$ cat config.mk
export PLATFORM = sky130hd
export DESIGN_NAME = point_controller
export DESIGN_NICKNAME = d
export VERILOG_FILES = /design/src/rtl/point_ctrl_pkg.sv /design/src/rtl/point_write_pipe.sv /design/src/rtl/point_controller.sv
export SDC_FILE = /design/constraint.sdc
export NUM_CORES = 1
export LEC_CHECK = 0
export ABC_AREA = 1
export CAP_MARGIN = 20
export CORE_MARGIN = 2
export CORE_UTILIZATION = 50
export CTS_BUF_LIST = sky130_fd_sc_hd__clkbuf_8
export CTS_CLUSTER_DIAMETER = 200
export DETAILED_ROUTE_END_ITERATION = 16
export MAX_ROUTING_LAYER = met4
export PLACE_DENSITY = 0.84
export REMOVE_ABC_BUFFERS = 1
export SETUP_SLACK_MARGIN = 0.05
export SYNTH_ARGS = -nofsm -noshare
export SYNTH_HDL_FRONTEND = slang
export SYNTH_SLANG_ARGS = --single-unit
export TNS_END_PERCENT = 5
$ cat constraint.sdc
create_clock -name clk -period 2.3 [get_ports clk]
set_input_delay 0.46 -clock clk [delete_from_list [all_inputs] [get_ports clk]]
set_output_delay 0.46 -clock clk [all_outputs]
set_load 0.01 [all_outputs]
$ cat src/rtl/point_ctrl_pkg.sv
// Shared types and widths for the pointwise-convolution address sequencer.
package point_ctrl_pkg;

  typedef enum logic [2:0] {
    IDLE,
    WLOAD,
    WWAIT,
    RUN,
    DRAIN,
    DONE
  } state_t;

  localparam int WADDR_W   = 10;
  localparam int RADDR_W   = 13;
  localparam int OADDR_W   = 14;
  localparam int WRITE_LAT = 3;

  localparam int CH_W  = 4;
  localparam int FLT_W = 6;
  localparam int PIX_W = 14;

endpackage

$ cat src/rtl/point_write_pipe.sv
// Fixed-latency delay line carrying {valid, address} from a feature read to its
// output write: memory read, MAC and activation stages.
module point_write_pipe
  import point_ctrl_pkg::*;
(
  input  logic               clk,
  input  logic               rst,
  input  logic               in_valid,
  input  logic [OADDR_W-1:0] in_addr,
  output logic               out_valid,
  output logic [OADDR_W-1:0] out_addr
);

  logic [WRITE_LAT-1:0] valid_q, valid_d;
  logic [OADDR_W-1:0]   addr_q [WRITE_LAT];
  logic [OADDR_W-1:0]   addr_d [WRITE_LAT];

  always_comb begin
    valid_d   = {valid_q[WRITE_LAT-2:0], in_valid};
    addr_d[0] = in_addr;
    for (int i = 1; i < WRITE_LAT; i++) begin
      addr_d[i] = addr_q[i-1];
    end
  end

  // Reset flushes in-flight writes so an aborted run leaves nothing behind.
  always_ff @(posedge clk) begin
    if (rst) begin
      valid_q <= '0;
      for (int i = 0; i < WRITE_LAT; i++) begin
        addr_q[i] <= '0;
      end
    end else begin
      valid_q <= valid_d;
      for (int i = 0; i < WRITE_LAT; i++) begin
        addr_q[i] <= addr_d[i];
      end
    end
  end

  assign out_valid = valid_q[WRITE_LAT-1];
  assign out_addr  = addr_q[WRITE_LAT-1];

endmodule

$ cat src/rtl/point_controller.sv
// Address/enable sequencer for the 1x1 convolution engine: walks filters,
// channel groups and pixels, driving weight/feature reads and output writes.
module point_controller
  import point_ctrl_pkg::*;
(
  input  logic               clk,
  input  logic               rst,
  input  logic               Point_Enabel,
  input  logic [WADDR_W-1:0] W_start_address,
  input  logic [CH_W-1:0]    filter_channel_max,
  input  logic [FLT_W-1:0]   filter_number_max,
  input  logic [PIX_W-1:0]   window_size_max,
  input  logic               activation_function_enable,
  output logic [WADDR_W-1:0] weights_address,
  output logic               weights_read_en,
  output logic [RADDR_W-1:0] read_data_address,
  output logic               data_read_en,
  output logic [OADDR_W-1:0] write_data_address,
  output logic               data_write_en,
  output logic               Point_End
);

  state_t state_q, state_d;

  logic [FLT_W-1:0]   f_q, f_d, fmax_q, fmax_d;
  logic [CH_W-1:0]    c_q, c_d, cmax_q, cmax_d;
  logic [PIX_W-1:0]   p_q, p_d, wmax_q, wmax_d;
  logic [WADDR_W-1:0] wbase_q, wbase_d;
  logic [RADDR_W-1:0] rbase_q, rbase_d;
  logic [OADDR_W-1:0] obase_q, obase_d;
  logic               wren_q, wren_d;
  logic               rden_q, rden_d;
  logic               end_q, end_d;

  logic               pipe_in_valid;
  logic [OADDR_W-1:0] pipe_in_addr;
  logic               pipe_out_valid;
  logic [OADDR_W-1:0] pipe_out_addr;

  // The activation select only steers the datapath; sequencing ignores it.
  logic unused_act;
  assign unused_act = activation_function_enable;

  always_comb begin
    state_d = state_q;
    f_d     = f_q;
    c_d     = c_q;
    p_d     = p_q;
    fmax_d  = fmax_q;
    cmax_d  = cmax_q;
    wmax_d  = wmax_q;
    wbase_d = wbase_q;
    rbase_d = rbase_q;
    obase_d = obase_q;

    case (state_q)
      IDLE: begin
        if (Point_Enabel) begin
          cmax_d  = (filter_channel_max == '0) ? CH_W'(1)  : filter_channel_max;
          fmax_d  = (filter_number_max == '0)  ? FLT_W'(1) : filter_number_max;
          wmax_d  = (window_size_max == '0)    ? PIX_W'(1) : window_size_max;
          wbase_d = W_start_address;
          rbase_d = '0;
          obase_d = '0;
          f_d     = '0;
          c_d     = '0;
          p_d     = '0;
          state_d = WLOAD;
        end
      end
      WLOAD: state_d = WWAIT;
      WWAIT: state_d = RUN;
      RUN: begin
        p_d = p_q + PIX_W'(1);
        if (p_q == wmax_q - PIX_W'(1)) begin
          p_d = '0;
          if (c_q != cmax_q - CH_W'(1)) begin
            c_d     = c_q + CH_W'(1);
            rbase_d = rbase_q + wmax_q[RADDR_W-1:0];
            state_d = WLOAD;
          end else if (f_q != fmax_q - FLT_W'(1)) begin
            c_d     = '0;
            rbase_d = '0;
            f_d     = f_q + FLT_W'(1);
            wbase_d = wbase_q + WADDR_W'(cmax_q);
            obase_d = obase_q + wmax_q;
            state_d = WLOAD;
          end else begin
            state_d = DRAIN;
          end
        end
      end
      // The idle pixel counter times the drain so the last writes can retire.
      DRAIN: begin
        if (p_q == PIX_W'(WRITE_LAT - 1)) begin
          p_d     = '0;
          state_d = DONE;
        end else begin
          p_d = p_q + PIX_W'(1);
        end
      end
      DONE:    state_d = IDLE;
      default: state_d = IDLE;
    endcase

    wren_d = (state_d == WLOAD);
    rden_d = (state_d == RUN);
    end_d  = (state_d == DONE);
  end

  always_ff @(posedge clk) begin
    if (rst) begin
      state_q <= IDLE;
      f_q     <= '0;
      c_q     <= '0;
      p_q     <= '0;
      fmax_q  <= '0;
      cmax_q  <= '0;
      wmax_q  <= '0;
      wbase_q <= '0;
      rbase_q <= '0;
      obase_q <= '0;
      wren_q  <= 1'b0;
      rden_q  <= 1'b0;
      end_q   <= 1'b0;
    end else begin
      state_q <= state_d;
      f_q     <= f_d;
      c_q     <= c_d;
      p_q     <= p_d;
      fmax_q  <= fmax_d;
      cmax_q  <= cmax_d;
      wmax_q  <= wmax_d;
      wbase_q <= wbase_d;
      rbase_q <= rbase_d;
      obase_q <= obase_d;
      wren_q  <= wren_d;
      rden_q  <= rden_d;
      end_q   <= end_d;
    end
  end

  // Only the last channel group of a filter completes an output pixel.
  assign pipe_in_valid = rden_q && (c_q == cmax_q - CH_W'(1));
  assign pipe_in_addr  = obase_q + p_q;

  point_write_pipe u_write_pipe (
    .clk       (clk),
    .rst       (rst),
    .in_valid  (pipe_in_valid),
    .in_addr   (pipe_in_addr),
    .out_valid (pipe_out_valid),
    .out_addr  (pipe_out_addr)
  );

  assign weights_read_en    = wren_q;
  assign weights_address    = wren_q ? (wbase_q + WADDR_W'(c_q)) : '0;
  assign data_read_en       = rden_q;
  assign read_data_address  = rden_q ? (rbase_q + p_q[RADDR_W-1:0]) : '0;
  assign data_write_en      = pipe_out_valid;
  assign write_data_address = pipe_out_valid ? pipe_out_addr : '0;
  assign Point_End          = end_q;

endmodule

==> out/results.ini <==
[synthesis]
synth-edff-count=0
yosysTopAreaCell=dfxtp_1
synth_top_area_share_pct=29.9
yosys_warnings=0
synthFlopType=dfxtp_1
syn_area_per_cell_sq_um=6.82
seq_area_frac_synth_pct=29.9
netlist_area_sq_um=9110
ys_ff_latch=136
synthArstFlopShare_pct=0
ys_types=47
syn_inst=1336
synth_area_leaders=dfxtp_1 30%, nand2_1 12%, ha_1 8.9%, a21oi_1 7.0%, inv_1 6.6%

[routing]
viasPerCell=5.36
wl_per_cell_microns=14.0
vias=9247
drt_iter0_drc=660
remaining_drc_errors=0
routed_wirelength_microns=24200
dr.pass1.iters=5
antenna_left=0

[grt]
grt_overflow=0
antenna_found_initial=0
grt_pass1_vias=8762
grt_max_degree=95
grt_usage_pct=25.6
grt_pass1_wl_microns=40000

[power]
power_density_nw_per_um2=523
leakagePower_nw=5.15
ir_drop_mv=0.368
p_sw_share_pct=33.7
p_seq_share_pct=43.1
switchingPower_mw=2.00
clkPwrFrac_pct=33.8
intPower_mw=3.92
p_total_mw=5.91
pwr-share-comb_pct=23.0

[timing]
skew_ps=19.1
drv_slew=0
relSlewSlack_pct=66.2
tightest_slew_ps=502
finalCritPeriodShare_pct=113
rsz0062_at_grt=yes
whs_ps=395
setup_viol=17
setup_ws_ps=-299
hold_viol_final=0
max_freq_mhz=385
finalSetupTns_ps=-3660
period_minus_slack_ps=2600

[finish]
fin_cells=1725
nFillCells=1577
layout.nets=1592
final_util_pct=63.2
layout_common_cells=281 x nand2_1, 158 x inv_1, 152 x nor2_1
area_delta_synth_final_pct=24.1
layout-drive-gt1-share_pct=17.6
final_common_cell=nand2_1
finalInstanceArea_sq_um=11300
diodes=0

[clock_network]
numCtsBuffers=17
cts_sinks=136
clockBufferDepth=2
cts_tree=yes
cts-root-buf=clkbuf_8
clk_latency_ps=470
htreeDepth=4
clkTransAtPathRegs_ps=100
cts_hold_buf=0

[placement]
dp_worst_setup_slack_ps=-408
port-buffer-count=77
place_area_sq_um=10700
dp.final_hpwl_microns=17800
gp_congestion=0.928
dp_cells=1688

[worst_hold_path]
hold_path.startpoint=u_write_pipe.valid_q[1]
hold_path_end=u_write_pipe.valid_q[2]
hold_class=flop to flop
hold_path_depth=2

[floorplan]
coreArea_sq_um=17900
fp-row-count=49
die_y_microns=139
ios=79
die_w_microns=139
fp.dieArea_sq_um=19300
initial_core_util_pct=50.9

[setup_path]
reg2reg_slack_ps=20
critPathRequiredTime_ps=1840
critical_path.endpoint_type=output pin
rr_worst_depth=18
rr_startpoint=p_q[1]
cp_max_fo=4
critPathLaunchType=flop
critPathKind=flop to output pin
r2r_end=wbase_q[0]
crit_arrival_ps=2140

[job]
maxCapViolations=0

[run_status]
violations=setup timing
outcome=finished with violations

metal layers:
metal  wire [microns]  track usage (%)  share of wire [%]  vias to the layer above
li1                 -                -                  -                     4679
met1            10600             30.6                 44                     4205
met2            11600             43.7                 48                      295
met3             1300             4.07                5.4                       68
met4              728             9.46                3.0                        0
met5                0                -                  0                        -
logic make-up after synthesis:
logic type	after synthesis	synth area share (%)
AO/OA/AOI/OAI	249	15.3
XOR/XNOR	53	5.10
adder cells (fa/ha/maj)	71	10.2
buffers and inverters	210	9.23
flip-flops	136	29.9
AND/OR/NAND/NOR	617	30.2
power groups by stage:
stage	Combinational, mW	Clock, mW	Sequential [mW]
after global routing	1.51	2.11	2.56
after CTS	1.32	2.03	2.54
final	1.36	2.00	2.55
after floorplan	0.814	0	2.58
after detailed placement	1.30	0	2.59
after global placement	1.26	0	2.59
worst max-delay path, cell delays in order (launching register included):
cell and delay [ps]:
dfxtp_2 350, ha_4 160, fa_2 370, nand3_2 90, nand3_4 90, a21o_1 180
nand3_1 60, nand2_1 60, o21ai_1 120, a21oi_1 50, buf_2 130
how the worst max path moves through the flow:
stage / end / slack, ps / start / depth (start not counted)
5_1_grt: read_data_address[10] / -420 / p_q[0] / 10
6_report: read_data_address[10] / -300 / rbase_q[0] / 10
3_3_place_gp: read_data_address[6] / -390 / p_q[0] / 10
2_1_floorplan: wbase_q[0] / -330 / state_q[1] / 9
3_5_place_dp: weights_address[8] / -410 / c_q[0] / 10
4_1_cts: read_data_address[10] / -360 / p_q[0] / 10
cell usage after synthesis (2+ instances only):
library cell    n
nand2_1       290
inv_1         161
nor2_1        159
dfxtp_1       136
a21oi_1       127
o21ai_0        71
ha_1           65
nand3_1        63
nand4_1        37
xor2_1         27
xnor2_1        26
clkbuf_1       22
nand2_2        15
nor3_1         14
a21o_1         10
a21oi_2        10
buf_2          10
a211oi_1        9
a31oi_1         8
nand3b_1        8
buf_1           6
fa_1            6
nor2_4          6
nor4_1          6
o21bai_1        5
buf_4           4
nor2_2          4
o2111ai_1       4
or2_2           4
inv_2           3
nand2_4         3
nand3_4         2
what timing repair did:
action,CTS,global route
endpoints found under the setup margin,81,89
setup buffers,1,4
endpoints found under the hold margin,0,0
resized for setup,120,46
pin swaps,12,19
flip-flops by register name, summed over array words and instances (netlist names):
register,count
p_q,14
state_q,3
u_write_pipe.valid_q,3
rbase_q,13
obase_q,14
Point_End,1
cmax_q,4
c_q,4
wmax_q,14
wbase_q,10
data_read_en,1
fmax_q,6
u_write_pipe.addr_q,42
f_q,6
weights_read_en,1
area by class of cell:
class / count / area [sq um] / share of cell area (%)
multi-input cells: 990 / 5790 / 51.2
flip-flops and latches: 136 / 2750 / 24.3
repair buffers: 173 / 1470 / 13.0
inverters: 165 / 619 / 5.48
well taps: 229 / 287 / 2.53
clock buffers: 19 / 262 / 2.31
clock inverters: 13 / 134 / 1.18
Note: power is estimated with default switching activity, not from simulation.
==> edit: new RTL, config.mk and constraints unchanged <==
`FLT_W`: 6 -> 8.
--- a/src/rtl/point_ctrl_pkg.sv
+++ b/src/rtl/point_ctrl_pkg.sv
@@ -17,5 +17,5 @@
 
   localparam int CH_W  = 4;
-  localparam int FLT_W = 6;
+  localparam int FLT_W = 8;
   localparam int PIX_W = 14;
 
Interface: changed (resized filter_number_max); port bits go from 79 to 81. The function was not compared with the original's and may differ.
==> edit against the unedited design <==
The run still ends with setup timing left. Fmax decreased by 0.83%. Area after synthesis increased by 2.3%. Wire length increased by 7.1%. Sequential cell count increased by 4. Sequential share of layout area about the same. Combinational power increased by 15%. Power increased by 2.2%. First-iteration DRC count increased by 19%. Setup slack got worse by 22 ps. Clock power decreased by 7%. Cell area increased by 3.0%. Largest cell class unchanged. Largest power group unchanged.
==> edit: results (changes against the unedited design) <==
* Adder-cell share of the synthesized area at 10.0% (-0.23 points)
* First-pass GRT wire length at 42.2 mm (+5.6%)
* Async S/R FF share, synth at 0% (unchanged)
* Leak at 0.00545 µW (+5.8%)
* Post-synthesis xor/xnor area fraction at 6.48% (+1.4 points)
* Dpl cells at 1737 (+2.9%)
* Setup WS pre-CTS at -384 ps (+24.4 ps)
* CLK BUF at 18 (-1)
* Met3 WL at 1.34 mm (+2.8%)
* GPL Wtd Cong at 0.925 (-0.27%)
* Failing checks: setup timing
* Buffers excl. clock at 186 (+7.5%)
* Multi-input combinational area share at 51.3% (+0.056 points)
* Largest net degree at the start of global routing at 83 (-13%)
* Area post-placement at 11000 µm² (+2.7%)
* Status: complete, but fails checks
* Synth Area in Compound Gates at 14.2% (-1.1 points)
* Final WL at 25.9 mm (+7.1%)
* Met2 wire length at 12.6 mm (+8.4%)
* Fraction of layout instances using a drive strength above 1 at 16.8% (-0.75 points)
* Multi-input gates at 1017 (+2.7%)
* Multi-input gate area at 5970 µm² (+3.1%)
* Clock-cell share at 3.08% (-0.41 points)
* Setup violations, final at 16 (-1)
* Top cells by count, synth: nand2_1, inv_1, nor2_1
* Full die area at 19700 µm² (+2.2%)
* Total GRT Usage at 27.1% (+1.5 points)
* Max rail drop VDD at 0.349 mV (-5.2%)
* NonClk Buf Share at 13.4% (+0.41 points)
* Final TNS setup at -3040 ps (+620 ps)
* Hpwl dp at 19.1 mm (+7.3%)
* Rel. slew slack at 43.5% (-23 points)
* Port Buffers at 79 (+2.6%)
* Seq_cells at 140 (+2.9%)
* Synth area leaders: dfxtp_1, nand2_1, ha_1
* Worst hold slack at 404 ps (+8.73 ps)
* Via count at 9515 (+2.9%)
* Fill cells at 1611 (+2.2%)
* Seq/Total Area, Yosys at 30.1% (+0.19 points)
* Critical Path AT at 2160 ps (+20 ps)
* Max reg flops at 42 (unchanged)
* Final worst slack at -321 ps (-21.8 ps)
* Layout Nets at 1643 (+3.2%)
* Layout Skew at 15.7 ps (-3.45 ps)
==> edit: cell count changes in the layout (fill, tap and decap cells not counted), moves of 4 or more <==
cell      delta
a21oi_2      -7
o21ai_0     +12
a31oi_1      -6
inv_1        +8
nand4_1     +21
nor2_1       -5
nand2_2     -12
a21o_1       -4
nand3b_1     -4
dfxtp_1      +4
nand3_1      +5
buf_4        +9
xor2_1      +13
==> edit: timing repair <==
action | 4_1_cts | 5_1_grt
resized for setup | 132 | 67
endpoints found under the setup margin | 85 | 89
pin swaps | 14 | 19
buffers inserted | 2 | 3
==> edit: report_power, final <==
part | switching, µW | internal, µW
sequential | 105 | 2510
clock | 1080 | 795
combinational | 931 | 626
total | 2110 | 3930
==> edit: worst paths after layout <==
path | startpoint | endpoint | depth (start not counted)
setup / recovery | p_q[0]$_SDFFE_PP0P_ | read_data_address[10] | 9
hold / removal | u_write_pipe.addr_q[0][10]$_SDFF_PP0_ | u_write_pipe.addr_q[0][24]$_SDFF_PP0_ | 2
setup reg to reg | wmax_q[3]$_SDFFE_PP0P_ | rbase_q[3]$_SDFFE_PP0P_ | 13
hold reg to reg | u_write_pipe.addr_q[0][10]$_SDFF_PP0_ | u_write_pipe.addr_q[0][24]$_SDFF_PP0_ | 2
==> edit: worst max-delay path, delay by kind of cell (launching register included) <==
kind,cells,cell delay (ps)
simple gates,4,320
buf+inv,1,150
flops,1,350
compound gates,2,360
fa+ha+maj,2,520
==> edit: per-layer routing <==
| layer | GRT usage [%] | vias up |
|---|---|---|
| li1 | - | 4845 |
| met1 | 33.6 | 4355 |
| met2 | 45.5 | 264 |
| met3 | 4.31 | 51 |
| met4 | 8.68 | 0 |
| met5 | - | - |
